[config.mk]
export PLATFORM = sky130hd
export DESIGN_NAME = wavegen_dds
export DESIGN_NICKNAME = d
export VERILOG_FILES = /design/src/rtl/wavegen_pkg.sv /design/src/rtl/wavegen_shaper.sv /design/src/rtl/wavegen_dds.sv
export SDC_FILE = /design/constraint.sdc
export NUM_CORES = 1
export LEC_CHECK = 0
export BUFFER_PORTS_ARGS = -buffer_cell sky130_fd_sc_hd__clkbuf_2
export CORE_MARGIN = 2
export CORE_UTILIZATION = 63
export CTS_CLUSTER_DIAMETER = 200
export DETAILED_ROUTE_END_ITERATION = 7
export GPL_TIMING_DRIVEN = 0
export PLACE_DENSITY = 0.83
export SLEW_MARGIN = 15
export SYNTH_ARGS = -nofsm -noshare
export SYNTH_HDL_FRONTEND = slang
export SYNTH_SLANG_ARGS = --single-unit
[constraint.sdc]
create_clock -name clk -period 7.38 [get_ports clk]
set_input_delay 0.369 -clock clk [delete_from_list [all_inputs] [get_ports clk]]
set_output_delay 0.369 -clock clk [all_outputs]
set_load 0.03 [all_outputs]
[src/rtl/wavegen_pkg.sv]
// Shared definitions for the DDS waveform generator: waveform select codes
// and the signed saturation helper used by the gain stage.
package wavegen_pkg;

    localparam logic [1:0] WAVE_TRI = 2'd0;
    localparam logic [1:0] WAVE_SAW = 2'd1;
    localparam logic [1:0] WAVE_SQR = 2'd2;
    localparam logic [1:0] WAVE_OFF = 2'd3;

    // Clamp a signed 32-bit value into the range of a w-bit signed word.
    function automatic logic signed [31:0] sat_signed(input logic signed [31:0] x,
                                                      input int unsigned w);
        logic signed [31:0] hi;
        logic signed [31:0] lo;
        hi = (32'sd1 <<< (w - 32'd1)) - 32'sd1;
        lo = -(32'sd1 <<< (w - 32'd1));
        if (x > hi) begin
            sat_signed = hi;
        end else if (x < lo) begin
            sat_signed = lo;
        end else begin
            sat_signed = x;
        end
    endfunction

endpackage

[src/rtl/wavegen_shaper.sv]
// Combinational waveform shaping: raw triangle/saw/square/silence from the
// phase MSBs, plus the amplitude gain with saturation for the next stage.
module wavegen_shaper
    import wavegen_pkg::*;
#(
    parameter int W = 12,
    parameter int A = 8
) (
    input  logic        [W:0]   phase_top,
    input  logic        [1:0]   sel,
    input  logic        [W-1:0] duty,
    input  logic signed [W-1:0] raw_in,
    input  logic        [A-1:0] amp,
    output logic signed [W-1:0] raw,
    output logic signed [W-1:0] scaled
);

    localparam int PW = W + A + 1;

    localparam logic [W-1:0] POS_FULL = {1'b0, {(W-1){1'b1}}};
    localparam logic [W-1:0] NEG_FULL = {1'b1, {(W-1){1'b0}}};

    logic [W-1:0]         u_s;
    logic [W-1:0]         v_s;
    logic [W-1:0]         fold_s;
    logic signed [PW-1:0] raw_ext_s;
    logic signed [PW-1:0] amp_ext_s;
    logic signed [PW-1:0] prod_s;
    logic signed [PW-1:0] shifted_s;
    logic signed [31:0]   wide_s;
    logic signed [31:0]   sat_s;

    assign u_s = phase_top[W:1];
    assign v_s = phase_top[W-1:0];

    // Raw waveform; subtracting 2^(W-1) from an unsigned word is an MSB flip.
    always_comb begin
        fold_s = phase_top[W] ? ~v_s : v_s;
        case (sel)
            WAVE_SAW: raw = {~u_s[W-1], u_s[W-2:0]};
            WAVE_TRI: raw = {~fold_s[W-1], fold_s[W-2:0]};
            WAVE_SQR: raw = (u_s < duty) ? POS_FULL : NEG_FULL;
            WAVE_OFF: raw = {W{1'b0}};
            default:  raw = {W{1'b0}};
        endcase
    end

    // Gain: amp is unsigned, unity at 2^(A-1); the shift floors toward -inf.
    always_comb begin
        raw_ext_s = PW'(raw_in);
        amp_ext_s = PW'({1'b0, amp});
        prod_s    = raw_ext_s * amp_ext_s;
        shifted_s = prod_s >>> (A - 1);
        wide_s    = 32'(shifted_s);
        sat_s     = sat_signed(wide_s, W);
        scaled    = sat_s[W-1:0];
    end

endmodule

[src/rtl/wavegen_dds.sv]
// DDS waveform generator: prescaled sample tick, phase accumulator with sync,
// wrap-aligned waveform/duty latching and a two-stage shaping pipeline.
module wavegen_dds
    import wavegen_pkg::*;
#(
    parameter int C_pcm_bits   = 12,
    parameter int C_phase_bits = 24,
    parameter int C_amp_bits   = 8,
    parameter int C_div        = 1024
) (
    input  logic                         clk,
    input  logic                         rstn,
    input  logic        [C_phase_bits-1:0] ftw,
    input  logic        [1:0]            wave_sel,
    input  logic        [C_pcm_bits-1:0] duty,
    input  logic        [C_amp_bits-1:0] amp,
    input  logic                         sync,
    output logic signed [C_pcm_bits-1:0] pcm,
    output logic                         pcm_valid,
    output logic                         wrap
);

    localparam int W  = C_pcm_bits;
    localparam int P  = C_phase_bits;
    localparam int A  = C_amp_bits;
    localparam int CW = $clog2(C_div);
    localparam logic [CW-1:0] DIV_LAST = CW'(C_div - 1);

    logic [CW-1:0]       presc_r;
    logic [P-1:0]        phase_r;
    logic [1:0]          sel_r;
    logic [W-1:0]        duty_r;
    logic                wrap_r;
    logic signed [W-1:0] raw_r;
    logic                st1_valid_r;
    logic signed [W-1:0] pcm_r;
    logic                pcm_valid_r;

    logic                tick_s;
    logic [P-1:0]        sum_s;
    logic                carry_s;
    logic [P-1:0]        phase_next_s;
    logic                wrap_next_s;
    logic                latch_s;
    logic [1:0]          sel_next_s;
    logic [W-1:0]        duty_next_s;
    logic signed [W-1:0] raw_s;
    logic signed [W-1:0] scaled_s;

    assign tick_s = (presc_r == DIV_LAST);

    // Next phase, wrap and latched controls as they would be after this tick.
    always_comb begin
        {carry_s, sum_s} = {1'b0, phase_r} + {1'b0, ftw};
        if (sync) begin
            phase_next_s = {P{1'b0}};
            wrap_next_s  = 1'b1;
        end else begin
            phase_next_s = sum_s;
            wrap_next_s  = carry_s;
        end
        latch_s = wrap_next_s || (sel_r == WAVE_OFF);
        if (latch_s) begin
            sel_next_s  = wave_sel;
            duty_next_s = duty;
        end else begin
            sel_next_s  = sel_r;
            duty_next_s = duty_r;
        end
    end

    wavegen_shaper #(
        .W (W),
        .A (A)
    ) u_shaper (
        .phase_top (phase_next_s[P-1 -: W+1]),
        .sel       (sel_next_s),
        .duty      (duty_next_s),
        .raw_in    (raw_r),
        .amp       (amp),
        .raw       (raw_s),
        .scaled    (scaled_s)
    );

    // Sample-rate prescaler.
    always_ff @(posedge clk or negedge rstn) begin
        if (!rstn) begin
            presc_r <= {CW{1'b0}};
        end else if (tick_s) begin
            presc_r <= {CW{1'b0}};
        end else begin
            presc_r <= presc_r + CW'(1);
        end
    end

    // Phase accumulator, control latching and stage-1 raw sample.
    always_ff @(posedge clk or negedge rstn) begin
        if (!rstn) begin
            phase_r     <= {P{1'b0}};
            sel_r       <= WAVE_OFF;
            duty_r      <= {W{1'b0}};
            wrap_r      <= 1'b0;
            raw_r       <= {W{1'b0}};
            st1_valid_r <= 1'b0;
        end else if (tick_s) begin
            phase_r     <= phase_next_s;
            sel_r       <= sel_next_s;
            duty_r      <= duty_next_s;
            wrap_r      <= wrap_next_s;
            raw_r       <= raw_s;
            st1_valid_r <= 1'b1;
        end else begin
            wrap_r      <= 1'b0;
            st1_valid_r <= 1'b0;
        end
    end

    // Stage 2: scaled, saturated sample held between valid strobes.
    always_ff @(posedge clk or negedge rstn) begin
        if (!rstn) begin
            pcm_r       <= {W{1'b0}};
            pcm_valid_r <= 1'b0;
        end else begin
            pcm_valid_r <= st1_valid_r;
            if (st1_valid_r) begin
                pcm_r <= scaled_s;
            end
        end
    end

    assign pcm       = pcm_r;
    assign pcm_valid = pcm_valid_r;
    assign wrap      = wrap_r;

endmodule

Word-level counts from Yosys, hierarchy flattened
Cells that the tools add are included.

Bits in registers: 75. Input port bits: 49. Output and inout bits: 14. Word-level logic and storage cells: 37.

Add/subtract/negate cells: 2. Multiply operators: 1. Order comparisons: 3. Equal/unequal tests: 5. Mux-type cells: 12. Bitwise operators: 3. Reductions and logical operators: 2.

Operators by type and width (count): $mux 12 (5); $pmux 12 s4 (1); $add 24x24->25 (1); $mux 24 (1); $mul 12x9->21 (1); $gt 14x12->1 const B (1); $lt 14x12->1 const B (1); $lt 12x12->1 (1); $not 12->12 (1); $add 10x1->10 const B (1); $eq 10x10->1 const B (1); $mux 10 (1); $eq 2x2->1 const B (3); $mux 1 (3); $eq 2x1->1 const B (1); $logic_not 2->1 (1); $mux 2 (1); $not 1->1 (2); $logic_or 1x1->1 (1).

Logic depth before layout (Yosys ltp)
Gate-level depths: netlist (run 1).

Word-level depth: 7. Depth in mapped cells: 23. Gate-level depth less buffers: 20.

Modules after synthesis
Synthesis (run 1) repeated with hierarchy kept, for this count alone.

Cells, all modules: 968. Area, all modules: 8620.8 um^2.

Modules (own cells, without submodules): wavegen_dds (times used 1, cells an instance 440, area each 4445.5 um^2, sequential area each 1879.3 um^2); wavegen_shaper (times used 1, cells an instance 528, area each 4175.3 um^2, sequential area each 0.0 um^2).

Worst setup path after synthesis (run 1)
OpenSTA, ideal clock, no wires.

Path type: input port to flip-flop. Start: input amp[0]. End: register pcm_r[10] (netlist: pcm[10]). Library setup time: 141 ps. Arrival: 4984 ps. Data required time: 7239 ps. Slack: 2255 ps. Cell stages on the path: 20. Buffers on the path: 2. Cells stage by stage: clkbuf_1 -> nand2_1 -> inv_1 -> fa_1 -> inv_1 -> fa_1 -> inv_1 -> fa_1 -> inv_1 -> fa_1 -> inv_1 -> ha_1 -> a211o_1 -> a221o_1 -> o2111ai_1 -> and3b_1 -> nor3b_1 -> a21oi_1 -> clkbuf_1 -> o22ai_1.

Longest elaborated chain between the ends: 4. Elaborated cells on any way between the ends: 5. Classes of those cells: mul (1); order compare (2); mux (2).

Ends and longest elaborated chain: start: declaration (line wavegen_dds.sv:16) `input logic [C_amp_bits-1:0] amp,`; $mul 12x9->21 * (line wavegen_shaper.sv:52) `prod_s = raw_ext_s * amp_ext_s;`; $lt 14x12->1 (line wavegen_pkg.sv:19) `end else if (x < lo) begin`; $mux 12 (line wavegen_pkg.sv:19); $mux 12 * (line wavegen_pkg.sv:17) `if (x > hi) begin`; end signal: assignment (line wavegen_dds.sv:121) `pcm_r <= {W{1'b0}};`; end signal: assignment (line wavegen_dds.sv:126) `pcm_r <= scaled_s;`; end: declaration (line wavegen_dds.sv:36) `logic signed [W-1:0] pcm_r;`.

Every way passes the cells marked *; elsewhere a longest branch is shown, timed or not. A chain may end at the register's enable or synchronous reset.

Final worst setup path (run 1)
Start: register raw_r[5]. End: register pcm_r[10] (netlist: pcm[10]).

Longest elaborated chain between the ends: 4. Elaborated cells on any way between the ends: 5. Classes of those cells: mul (1); order compare (2); mux (2).

Ends and longest elaborated chain: start: declaration (line wavegen_dds.sv:34) `logic signed [W-1:0] raw_r;`; start signal: assignment (line wavegen_dds.sv:103) `raw_r <= {W{1'b0}};`; start signal: assignment (line wavegen_dds.sv:110) `raw_r <= raw_s;`; $mul 12x9->21 * (line wavegen_shaper.sv:52); $lt 14x12->1 (line wavegen_pkg.sv:19); $mux 12 (line wavegen_pkg.sv:19); $mux 12 * (line wavegen_pkg.sv:17).

Marks and branches as above.

==> impl_metrics.json, run 1 <==
{
  "syn_inst": 971,
  "ctsResizeCount": 0,
  "max_cap_violations": 0,
  "netlist.area_leader.share_pct": 21.5,
  "path_cells": "clkbuf_1, nand2_1, fa_1, inv_1, fa_1, inv_1, fa_1, fa_1, inv_1, ha_1, nor2b_1, o311ai_1, a21boi_1, a21o_1, mux2i_1, nand2_1, a21oi_1, clkbuf_1, o22ai_1",
  "initial_core_util_pct": 64.3,
  "rsz0062_at_grt": "no",
  "synth_area_leader_cell": "dfrtp_1",
  "antenna_cells": 0,
  "cts_setup_buffers": 0,
  "synth_edf_count": 0,
  "skew_ps": 7.83,
  "synth_flop_cell": "dfrtp_1",
  "clockBufferDepth": 2,
  "cts_hold_buf": 0,
  "yosys_warnings": 0,
  "synth.distinct_cells": 71,
  "period_needed_ps": 5830,
  "num_io_pins": 63,
  "synth-seq-cells": 75,
  "grt_use_total_pct": 28.8,
  "critPathLaunchType": "flip-flop",
  "timing.fmax_ghz": 0.172,
  "final_cell_mix": "inv_1 (143), nand2_1 (125), fa_1 (78)",
  "worstPathArrival_ps": 6020,
  "path_max_fanout": 10,
  "htreeDepth": 3,
  "p_clk_share_pct": 19.2,
  "worst_slew_pin_slew_ps": 695,
  "grt_overflow_total": 0,
  "placed_area_um2": 9030,
  "cp.required_ps": 7580,
  "cts_buffers": 9,
  "fin_cells": 1224,
  "vias_per_cell": 5.69,
  "final_nets": 1245,
  "ys_seq_area_share_pct": 22.2,
  "clk_pin_slew_ps": 60,
  "status": "complete, no violations",
  "slew_viol_final": 0,
  "crit_buf_inv": 5,
  "slowest_delay_ps": 590,
  "die_width_um": 120,
  "antenna_found_initial": 0,
  "swShare_pct": 45.5,
  "finalCritPeriodShare_pct": 78.9,
  "synth-async-reset-ratio_pct": 100,
  "wl_um": 19300,
  "p_switching_w": 0.00107,
  "synthesis.nets": 1172,
  "cp_top_family": "adder cells",
  "grt_max_degree": 43,
  "cp_slowest_cell": "o311ai_1",
  "die_h_um": 120,
  "core-area_um2": 13200,
  "drt_iter0_drc": 451,
  "first_global_vias": 7067,
  "drive_gt1_share_pct": 10.7,
  "ys_top_cells_by_area": "dfrtp_1 (22%), fa_1 (18%), ha_1 (11%)",
  "place_congestion": 0.947,
  "vias": 6969,
  "setup_tns_ps": 0,
  "clock_latency_ps": 350,
  "wire_per_inst_um": 15.8,
  "vdd_drop_max_uv": 290,
  "leakagePower_nw": 4.74,
  "power_frac_seq_pct": 17.7,
  "finalPower_w": 0.00236,
  "crit_path_end_kind": "flip-flop",
  "first_pass_iters": 5,
  "holdCritPathClass": "primary input to async pin",
  "fin_hold_ws_ps": 62.9,
  "layout_commonest_cell": "inv_1",
  "powerDensity_nw_per_um2": 253,
  "finalInstanceArea_um2": 9330,
  "synth.avg_cell_area_um2": 8.74,
  "io_buffers": 61,
  "clockRootBuffer": "clkbuf_16",
  "criticalPathCategory": "flip-flop to flip-flop",
  "grt_pass1_wl_um": 32800,
  "post-dp-hpwl_um": 15200,
  "synthesis.area_um2": 8480,
  "r2r_start": "raw_r[5]",
  "fp-row-count": 42,
  "cp_common_cell": "fa_1",
  "max_slew_margin_pct": 53.3,
  "pwr-share-comb_pct": 63.1,
  "cts_sinks": 75,
  "dieArea_um2": 14400,
  "drcViolationCount": 0,
  "hold_viol_final": 0,
  "syn2layout_area_growth_pct": 10.0,
  "fillerInstances": 1051,
  "setup_violations": 0,
  "dp.cells": 1209,
  "startpoint": "raw_r[5]",
  "cts_tree": "built",
  "antenna_left": 0,
  "p_int_w": 0.00129
}
==> final timing paths <==
path                                to  slack, ps  depth (start not counted)
min                             pcm[2]         60                          1
max in group asynchronous  phase_r[21]       6710                          2
max reg2reg                    pcm[10]       1550                         19
min in group clk              sel_r[1]        270                          3
min reg2reg                 presc_r[6]        470                          1
max                            pcm[10]       1550                         19
==> Yosys cell counts, types with 20 or more instances <==
| library cell | count |
|---|---|
| a21oi_1 | 58 |
| xor2_1 | 20 |
| xnor2_1 | 27 |
| dfrtp_1 | 73 |
| nand2_1 | 125 |
| inv_1 | 143 |
| ha_1 | 74 |
| and2_1 | 52 |
| fa_1 | 78 |
| clkbuf_1 | 33 |
| o21ai_0 | 32 |
| nor2_1 | 44 |
==> state kept, by name (all words and copies together) (netlist names) <==
name and cells:
phase_r 24, duty_r 12, pcm 12, raw_r 12
presc_r 10, sel_r 2, pcm_valid 1, st1_valid_r 1
wrap 1
==> kinds of logic (layout without fill, tap and decap cells) <==
group,count (synthesis),after routing,synth area share [%]
compound gates,196,196,16.0
xor+xnor,48,48,5.05
fa+ha+maj,152,152,29.3
buf+inv,185,262,8.47
flops,75,75,22.2
mux,16,16,1.92
simple gates,299,299,17.0
==> power groups by stage <==
stage / clock (W) / combinational, W / sequential [W]
after floorplan: 0 / 0.00116 / 0.000425
after global placement: 0 / 0.00140 / 0.000425
after detailed placement: 0 / 0.00146 / 0.000425
after CTS: 0.000462 / 0.00148 / 0.000418
after global routing: 0.000480 / 0.00168 / 0.000418
final: 0.000454 / 0.00149 / 0.000418
==> layer usage <==
layer  GRT usage, %  up-vias  part of all wire (%)
li1               -     3363                     -
met1           36.4     3358                    42
met2           49.8      221                    50
met3           5.23       27                   5.7
met4           9.85        0                   2.2
met5              0        -                     0
==> area by class of cell <==
type                    instances  area (µm²)  area share [%]
clock buffers                  10         239            2.56
flip-flops and latches         75        1880            20.1
clock inverters                 5        62.6           0.670
repair buffers                 62         328            3.51
plain buffers                  42         181            1.94
multi-input cells             711        5880            63.1
well taps                     176         220            2.36
inverters                     143         537            5.75
==> stage by stage <==
stage / util (%) / setup slack, ps
3_5_place_dp: 68.5 / 1380
5_1_grt: 70.7 / 1160
6_report: 70.7 / 1550
4_1_cts: 70.7 / 1580
2_1_floorplan: - / 2260
3_3_place_gp: 68.3 / 1500
No activity file was read; power rests on OpenSTA's default activity.
==> run 2, diff against run 1 <==
--- a/config.mk
+++ b/config.mk
@@ -5,6 +5,7 @@
 export SDC_FILE = /design/constraint.sdc
 export NUM_CORES = 1
 export LEC_CHECK = 0
+export ABC_AREA = 1
 export BUFFER_PORTS_ARGS = -buffer_cell sky130_fd_sc_hd__clkbuf_2
 export CORE_MARGIN = 2
 export CORE_UTILIZATION = 63
==> constraint.sdc (replaced) <==
create_clock -name clk -period 6 [get_ports clk]
set_input_delay 0.3 -clock clk [delete_from_list [all_inputs] [get_ports clk]]
set_output_delay 0.3 -clock clk [all_outputs]
set_load 0.03 [all_outputs]
==> run 2 against run 1 <==
Compared with the run above:
- critical endpoint is now pcm[5]
- global-route usage grew 1.6 points
- non-clock buffer count unchanged
- clock skew shrank 0.54 ps
- utilization is 0.45 points higher
- die area up 1.1%
- maximum frequency grew 9.6%
- routed wire length up 6.5%
- sequential share of layout area fell by 0.28 points
==> impl_metrics.json, run 2 <==
{
  "status": "complete, no violations",
  "largest_register_ffs": 24,
  "place_congestion": 0.920,
  "regMostFlops": "phase_r",
  "worst-path-stages": 23,
  "critPathLaunchType": "flip-flop",
  "max_slew_margin_pct": 43.8,
  "synthesis.nets": 1376,
  "setup_violations": 0,
  "grt_use_total_pct": 30.4,
  "layout_commonest_cell": "nand2_1",
  "synth_edf_count": 0,
  "worst_slew_pin_slew_ps": 839,
  "drt_iter0_drc": 558,
  "cp_top_family": "adder cells",
  "cp.required_ps": 6230,
  "startpoint": "raw_r[11]",
  "antenna_found_initial": 0,
  "netlist.area_leader.share_pct": 21.3,
  "synthesis.area_um2": 8580,
  "htreeDepth": 3,
  "r2r_end": "pcm[5]",
  "ys_seq_area_share_pct": 21.9,
  "first_global_vias": 7538,
  "rsz0062_at_grt": "no",
  "cts_sinks": 75,
  "holdCritPathClass": "primary input to flip-flop",
  "initial_core_util_pct": 64.5,
  "antenna_cells": 0,
  "fp-row-count": 42,
  "vdd_drop_max_uv": 212,
  "wl_um": 20600,
  "slew_viol_final": 0,
  "drcViolationCount": 0,
  "dieArea_um2": 14600,
  "grt_pass1_wl_um": 35100,
  "cts_buffers": 9,
  "cts_setup_buffers": 0,
  "synth_commonest_cells": "nand2_1 (331), inv_1 (237), fa_1 (78)",
  "leakagePower_nw": 5.53,
  "r2r_start": "raw_r[11]",
  "core-area_um2": 13300,
  "powerDensity_nw_per_um2": 274,
  "cp_slowest_cell": "fa_1",
  "grt_overflow_total": 0,
  "io_buffers": 62,
  "r2r_cells": 23,
  "synth.avg_cell_area_um2": 7.30,
  "path_cells": "clkbuf_1, nand2_1, inv_1, fa_1, inv_1, fa_1, inv_1, fa_1, inv_1, fa_1, inv_1, ha_1, a21oi_1, o21ai_0, a21oi_1, nand2_1, nand2_1, nand2_1, xnor2_1, nand2_1, nand2_1, buf_2, a21oi_1",
  "synth_flop_cell": "dfrtp_1",
  "slowest_delay_ps": 600,
  "wire_per_inst_um": 14.4,
  "syn_inst": 1175,
  "worstPathArrival_ps": 5540,
  "crit_path_end_kind": "flip-flop",
  "synth_most_common_cell": "nand2_1",
  "antenna_left": 0,
  "synth-seq-cells": 75,
  "cp_common_cell": "nand2_1",
  "first_pass_iters": 5,
  "vias": 7697,
  "criticalPathCategory": "flip-flop to flip-flop",
  "clockBufferDepth": 2,
  "rrSetupSlack_ps": 690,
  "final_cell_mix": "nand2_1 (331), inv_1 (237), fa_1 (78)",
  "grt_max_degree": 57,
  "final_core_util_pct": 71.2,
  "timing.fmax_ghz": 0.188,
  "path_max_fanout": 10,
  "max_cap_violations": 0,
  "period_needed_ps": 5310,
  "synth-async-reset-ratio_pct": 100,
  "drive_gt1_share_pct": 9.16,
  "crit_buf_inv": 7,
  "ys_top_cells_by_area": "dfrtp_1 (21%), fa_1 (18%), nand2_1 (14%)",
  "hold_viol_final": 0,
  "clock_latency_ps": 350,
  "finalCritPeriodShare_pct": 88.6,
  "die_width_um": 121,
  "syn2layout_area_growth_pct": 10.4,
  "cts_tree": "built",
  "fillerInstances": 1113,
  "final_nets": 1451,
  "die_h_um": 121,
  "skew_ps": 7.29,
  "synth.distinct_cells": 41,
  "crit_end": "pcm[5]",
  "synth_area_leader_cell": "dfrtp_1",
  "post-dp-hpwl_um": 16400,
  "vias_per_cell": 5.38,
  "clockRootBuffer": "clkbuf_16",
  "yosys_warnings": 0,
  "num_io_pins": 63,
  "setup_tns_ps": 0,
  "clk_pin_slew_ps": 60
}
## run 2: cell count changes after synthesis, moves of 8 or more
cell      change
nor2b_1       -8
o22ai_1      -16
nand2_1     +206
nand3_1      +52
nand2b_1      -9
and2_1       -50
clkbuf_1     -12
o21ai_0      +25
xnor2_1      -11
inv_1        +94
nor2_1       +14
## run 2: cell type report
| cell class | count | area (µm²) | area share [%] |
|---|---|---|---|
| Inverter | 242 | 908 | 9.60 |
| Sequential cell | 75 | 1880 | 19.9 |
| Multi-Input combinational cell | 818 | 5620 | 59.4 |
| Clock inverter | 7 | 92.6 | 0.978 |
| Buffer | 40 | 169 | 1.78 |
| Timing Repair Buffer | 64 | 350 | 3.70 |
| Clock buffer | 9 | 225 | 2.38 |
| Tap cell | 176 | 220 | 2.33 |
## run 2: kinds of logic after synthesis
group,synth area share [%]
adders and majority gates,29.0
muxes,1.28
DFF,21.9
xor gates and xnor gates,2.96
buffers and inverters,12.6
AOI/OAI and AO/OA,8.50
and+or+nand+nor,23.8
## run 2: metrics by stage
stage / cells / setup WS, ps / power, W / hold slack [ps] / instance area [µm²]
final: 1431 / 686 / 0.00259 / 259 / 9470
after global routing: 1431 / 319 / 0.00286 / 264 / 9470
after CTS: 1431 / 683 / 0.00259 / 250 / 9470
after floorplan: 1175 / 1310 / 0.00168 / 4.41 / 8580
after detailed placement: 1414 / 642 / 0.00199 / 246 / 9140
after global placement: 1413 / 722 / 0.00194 / 467 / 9110
## run 2: power by group
group | switching (W) | internal, W | leakage (nW) | total, W
combinational | 0.000907 | 0.000591 | 4.67 | 0.00150
sequential | 0.000000337 | 0.000506 | 0.718 | 0.000507
clock | 0.000228 | 0.000362 | 0.147 | 0.000590
## run 2: worst reg2reg max path: cells and delay by family (launching register included)
family	cells	cell delay, ps
AOI/OAI and AO/OA	4	640
adders and majority gates	5	2500
DFF	1	350
and+or+nand+nor	6	640
xor gates and xnor gates	1	260
buffers and inverters	7	810
## run 2: what timing repair did
action / 4_1_cts / 5_1_grt
hold buffers: 1 / 0
endpoints found under the hold margin: 19 / 0
resized for setup: 0 / 0
## run 2: worst min path at each step
stage              start          end  depth (start not counted)
6_report            sync  phase_r[10]                          2
5_1_grt             sync  phase_r[10]                          2
4_1_cts             sync   phase_r[9]                          2
3_5_place_dp        rstn   phase_r[4]                          1
3_3_place_gp   duty_r[4]    duty_r[4]                          2
2_1_floorplan       rstn    duty_r[0]                          0
## run 2: layer usage
layer / vias to the layer above / global-route usage, % / wire length [µm]
li1: 3756 / - / -
met1: 3637 / 40.8 / 9180
met2: 265 / 49.6 / 9660
met3: 39 / 5.28 / 1250
met4: 0 / 11.0 / 474
met5: - / 0 / 0
==> run 3, diff against run 2 <==
--- a/config.mk
+++ b/config.mk
@@ -5,7 +5,7 @@
 export SDC_FILE = /design/constraint.sdc
 export NUM_CORES = 1
 export LEC_CHECK = 0
-export ABC_AREA = 1
+export ABC_AREA = 0
 export BUFFER_PORTS_ARGS = -buffer_cell sky130_fd_sc_hd__clkbuf_2
 export CORE_MARGIN = 2
 export CORE_UTILIZATION = 63
@@ -16,4 +16,5 @@
 export SLEW_MARGIN = 15
 export SYNTH_ARGS = -nofsm -noshare
 export SYNTH_HDL_FRONTEND = slang
+export SYNTH_HIERARCHICAL = 1
 export SYNTH_SLANG_ARGS = --single-unit
==> run 3 against run 2 <==
Compared with the run above:
- hold slack got worse by 59 ps
- clock skew rose by 4.6 ps
- area after synthesis rose by 0.51%
- combinational power rose by 97%
- total power rose by 55%
- maximum frequency fell by 6.5%
- final cell count fell by 14%
- die area rose by 0.49%
- non-clock buffer count fell by 7
- global-route usage fell by 1.5 points
==> impl_metrics.json, run 3 <==
{
  "drive_gt1_share_pct": 14.3,
  "first_pass_iters": 6,
  "worstPathArrival_ps": 5910,
  "hold_viol_final": 0,
  "seq_area_um2": 1880,
  "num_io_pins": 63,
  "power_frac_seq_pct": 12.6,
  "cts_buffers": 9,
  "synth.avg_cell_area_um2": 8.91,
  "ys_seq_area_share_pct": 21.8,
  "max_slew_margin_pct": 55.2,
  "synth_flop_cell": "dfrtp_1",
  "layout_commonest_cell": "inv_1",
  "met1_length_um": 8440,
  "setup_tns_ps": 0,
  "final_core_util_pct": 71.4,
  "synth_commonest_cells": "inv_1 (141), nand2_1 (137), fa_1 (78)",
  "drt_iter0_drc": 523,
  "hold_start": "duty[5]",
  "initial_core_util_pct": 64.8,
  "setup_violations": 0,
  "fillerInstances": 1011,
  "crit_path_end_kind": "flip-flop",
  "wire_per_inst_um": 15.8,
  "antenna_left": 0,
  "worstHoldPathCells": 2,
  "finalCritPeriodShare_pct": 94.7,
  "place_congestion": 0.937,
  "synth_most_common_cell": "inv_1",
  "critPathLaunchType": "flip-flop",
  "startpoint": "raw_r[11]",
  "placed_area_um2": 9170,
  "post-dp-hpwl_um": 15400,
  "timing.fmax_ghz": 0.176,
  "io_buffers": 62,
  "synthesis.area_um2": 8620,
  "synth-seq-cells": 75,
  "path_max_fanout": 10,
  "core-area_um2": 13300,
  "r2r_start": "raw_r[11]",
  "dieArea_um2": 14600,
  "grt_overflow_total": 0,
  "vias": 7017,
  "r2r_end": "pcm[7]",
  "clockRootBuffer": "clkbuf_16",
  "p_clk_share_pct": 14.0,
  "die_width_um": 121,
  "synth_area_leader_cell": "dfrtp_1",
  "powerDensity_nw_per_um2": 423,
  "period_needed_ps": 5680,
  "vias_per_cell": 5.73,
  "final_cell_mix": "inv_1 (141), nand2_1 (137), fa_1 (77)",
  "fp-row-count": 42,
  "wl_um": 19400,
  "leakagePower_nw": 4.83,
  "first_global_vias": 7141,
  "status": "complete, no violations",
  "slew_viol_final": 0,
  "cts_tree": "built",
  "htreeDepth": 3,
  "synth-async-reset-ratio_pct": 100,
  "pwr-share-comb_pct": 73.4,
  "min_to": "duty_r[5]",
  "grt_use_total_pct": 28.9,
  "final_nets": 1244,
  "criticalPathCategory": "flip-flop to flip-flop",
  "clock_latency_ps": 350,
  "cts_sinks": 75,
  "drcViolationCount": 0,
  "largest_register_ffs": 24,
  "regMostFlops": "phase_r",
  "worst_slew_pin_slew_ps": 671,
  "synth_edf_count": 0,
  "grt_pass1_wl_um": 33500,
  "finalInstanceArea_um2": 9490,
  "met2_wirelength_um": 9230,
  "netlist.area_leader.share_pct": 21.2,
  "p_switching_w": 0.00197,
  "synth.distinct_cells": 62,
  "skew_ps": 11.9,
  "rrSetupSlack_ps": 320,
  "grt_max_degree": 39,
  "synthesis.nets": 1169,
  "swShare_pct": 49.1,
  "syn2layout_area_growth_pct": 10.1,
  "r2r_cells": 20,
  "antenna_found_initial": 0,
  "syn_inst": 968,
  "vdd_drop_max_uv": 402,
  "antenna_cells": 0,
  "clk_pin_slew_ps": 60,
  "die_h_um": 121,
  "holdCritPathClass": "primary input to flip-flop",
  "rsz0062_at_grt": "no",
  "max_cap_violations": 0,
  "highest_layer": "met4",
  "yosys_warnings": 6,
  "cp.required_ps": 6220,
  "multi_input_area_um2": 6020,
  "clockBufferDepth": 2,
  "ys_top_cells_by_area": "dfrtp_1 (21%), fa_1 (18%), ha_1 (11%)",
  "wl_met3_um": 1310,
  "p_int_w": 0.00205
}
-- run 3: cell types whose count changed after synthesis, sizes merged, moves of 22 or more --
cell / change
mux2: +37
and2: +51
nand2: -195
xnor2: +22
nand3: -62
inv: -101
-- run 3: repair_timing --
item                                    4_1_cts  5_1_grt
hold buffers                                  1        0
endpoints found under the hold margin        35        0
resized for setup                             0        2
endpoints found under the setup margin        0       10
buffers inserted                              0        0
-- run 3: final cells by class --
cell class,instances,area share (%)
Sequential cell,75,19.8
Inverter,142,5.62
Clock inverter,6,0.752
Timing Repair Buffer,64,3.61
Tap cell,176,2.32
Multi-Input combinational cell,718,63.4
Clock buffer,10,2.41
Buffer,33,2.02
-- run 3: worst max path at each step --
stage,slack [ps],endpoint,depth (start not counted)
floorplan,780,pcm[8],22
global placement,200,pcm[0],22
detailed placement,140,pcm[7],22
CTS,280,pcm[7],20
global route,20,pcm[7],20
finish,320,pcm[7],20
-- run 3: through the flow --
step,std cells,setup slack [ps],total power (W),hold WS (ps)
finish,1224,318,0.00402,200
global route,1224,19.1,0.00437,204
CTS,1224,279,0.00397,198
detailed placement,1207,138,0.00338,337
global placement,1206,199,0.00331,455
floorplan,968,775,0.00283,4.41
-- run 3: power groups by stage --
| stage | combinational [W] | sequential [W] | clock, W |
|---|---|---|---|
| final | 0.00295 | 0.000507 | 0.000562 |
| after global placement | 0.00279 | 0.000517 | 0 |
| after detailed placement | 0.00286 | 0.000517 | 0 |
| after floorplan | 0.00231 | 0.000517 | 0 |
| after global routing | 0.00327 | 0.000507 | 0.000592 |
| after CTS | 0.00290 | 0.000507 | 0.000567 |
-- run 3: worst max-delay path, stage by stage (launching register included) --
cell      delay [ps]
dfrtp_2          470
nand2_1          150
inv_1            100
fa_2             610
inv_1            130
fa_1             550
inv_1             50
fa_1             480
inv_1             60
fa_1             530
inv_1             40
ha_1             400
a21oi_2          200
o21ai_1          100
a221o_1          350
a221oi_1         350
xnor2_1          200
a21oi_2          230
buf_4            220
a21oi_1           60
mux2_2           270
-- run 3: per-layer routing --
| layer | vias to the layer above | GRT usage, % |
|---|---|---|
| li1 | 3319 | - |
| met1 | 3410 | 39.7 |
| met2 | 252 | 47.1 |
| met3 | 36 | 4.42 |
| met4 | 0 | 9.38 |
| met5 | - | 0 |
-- run 3: kinds of logic (layout without fill, tap and decap cells) --
group	Yosys count	count (layout)	synth area share (%)
DFF	75	75	21.8
and+or+nand+nor	295	295	16.2
buffers and inverters	175	255	8.40
adders and majority gates	152	152	28.9
muxes	37	37	5.70
AOI/OAI and AO/OA	176	176	13.1
xor gates and xnor gates	58	58	5.89
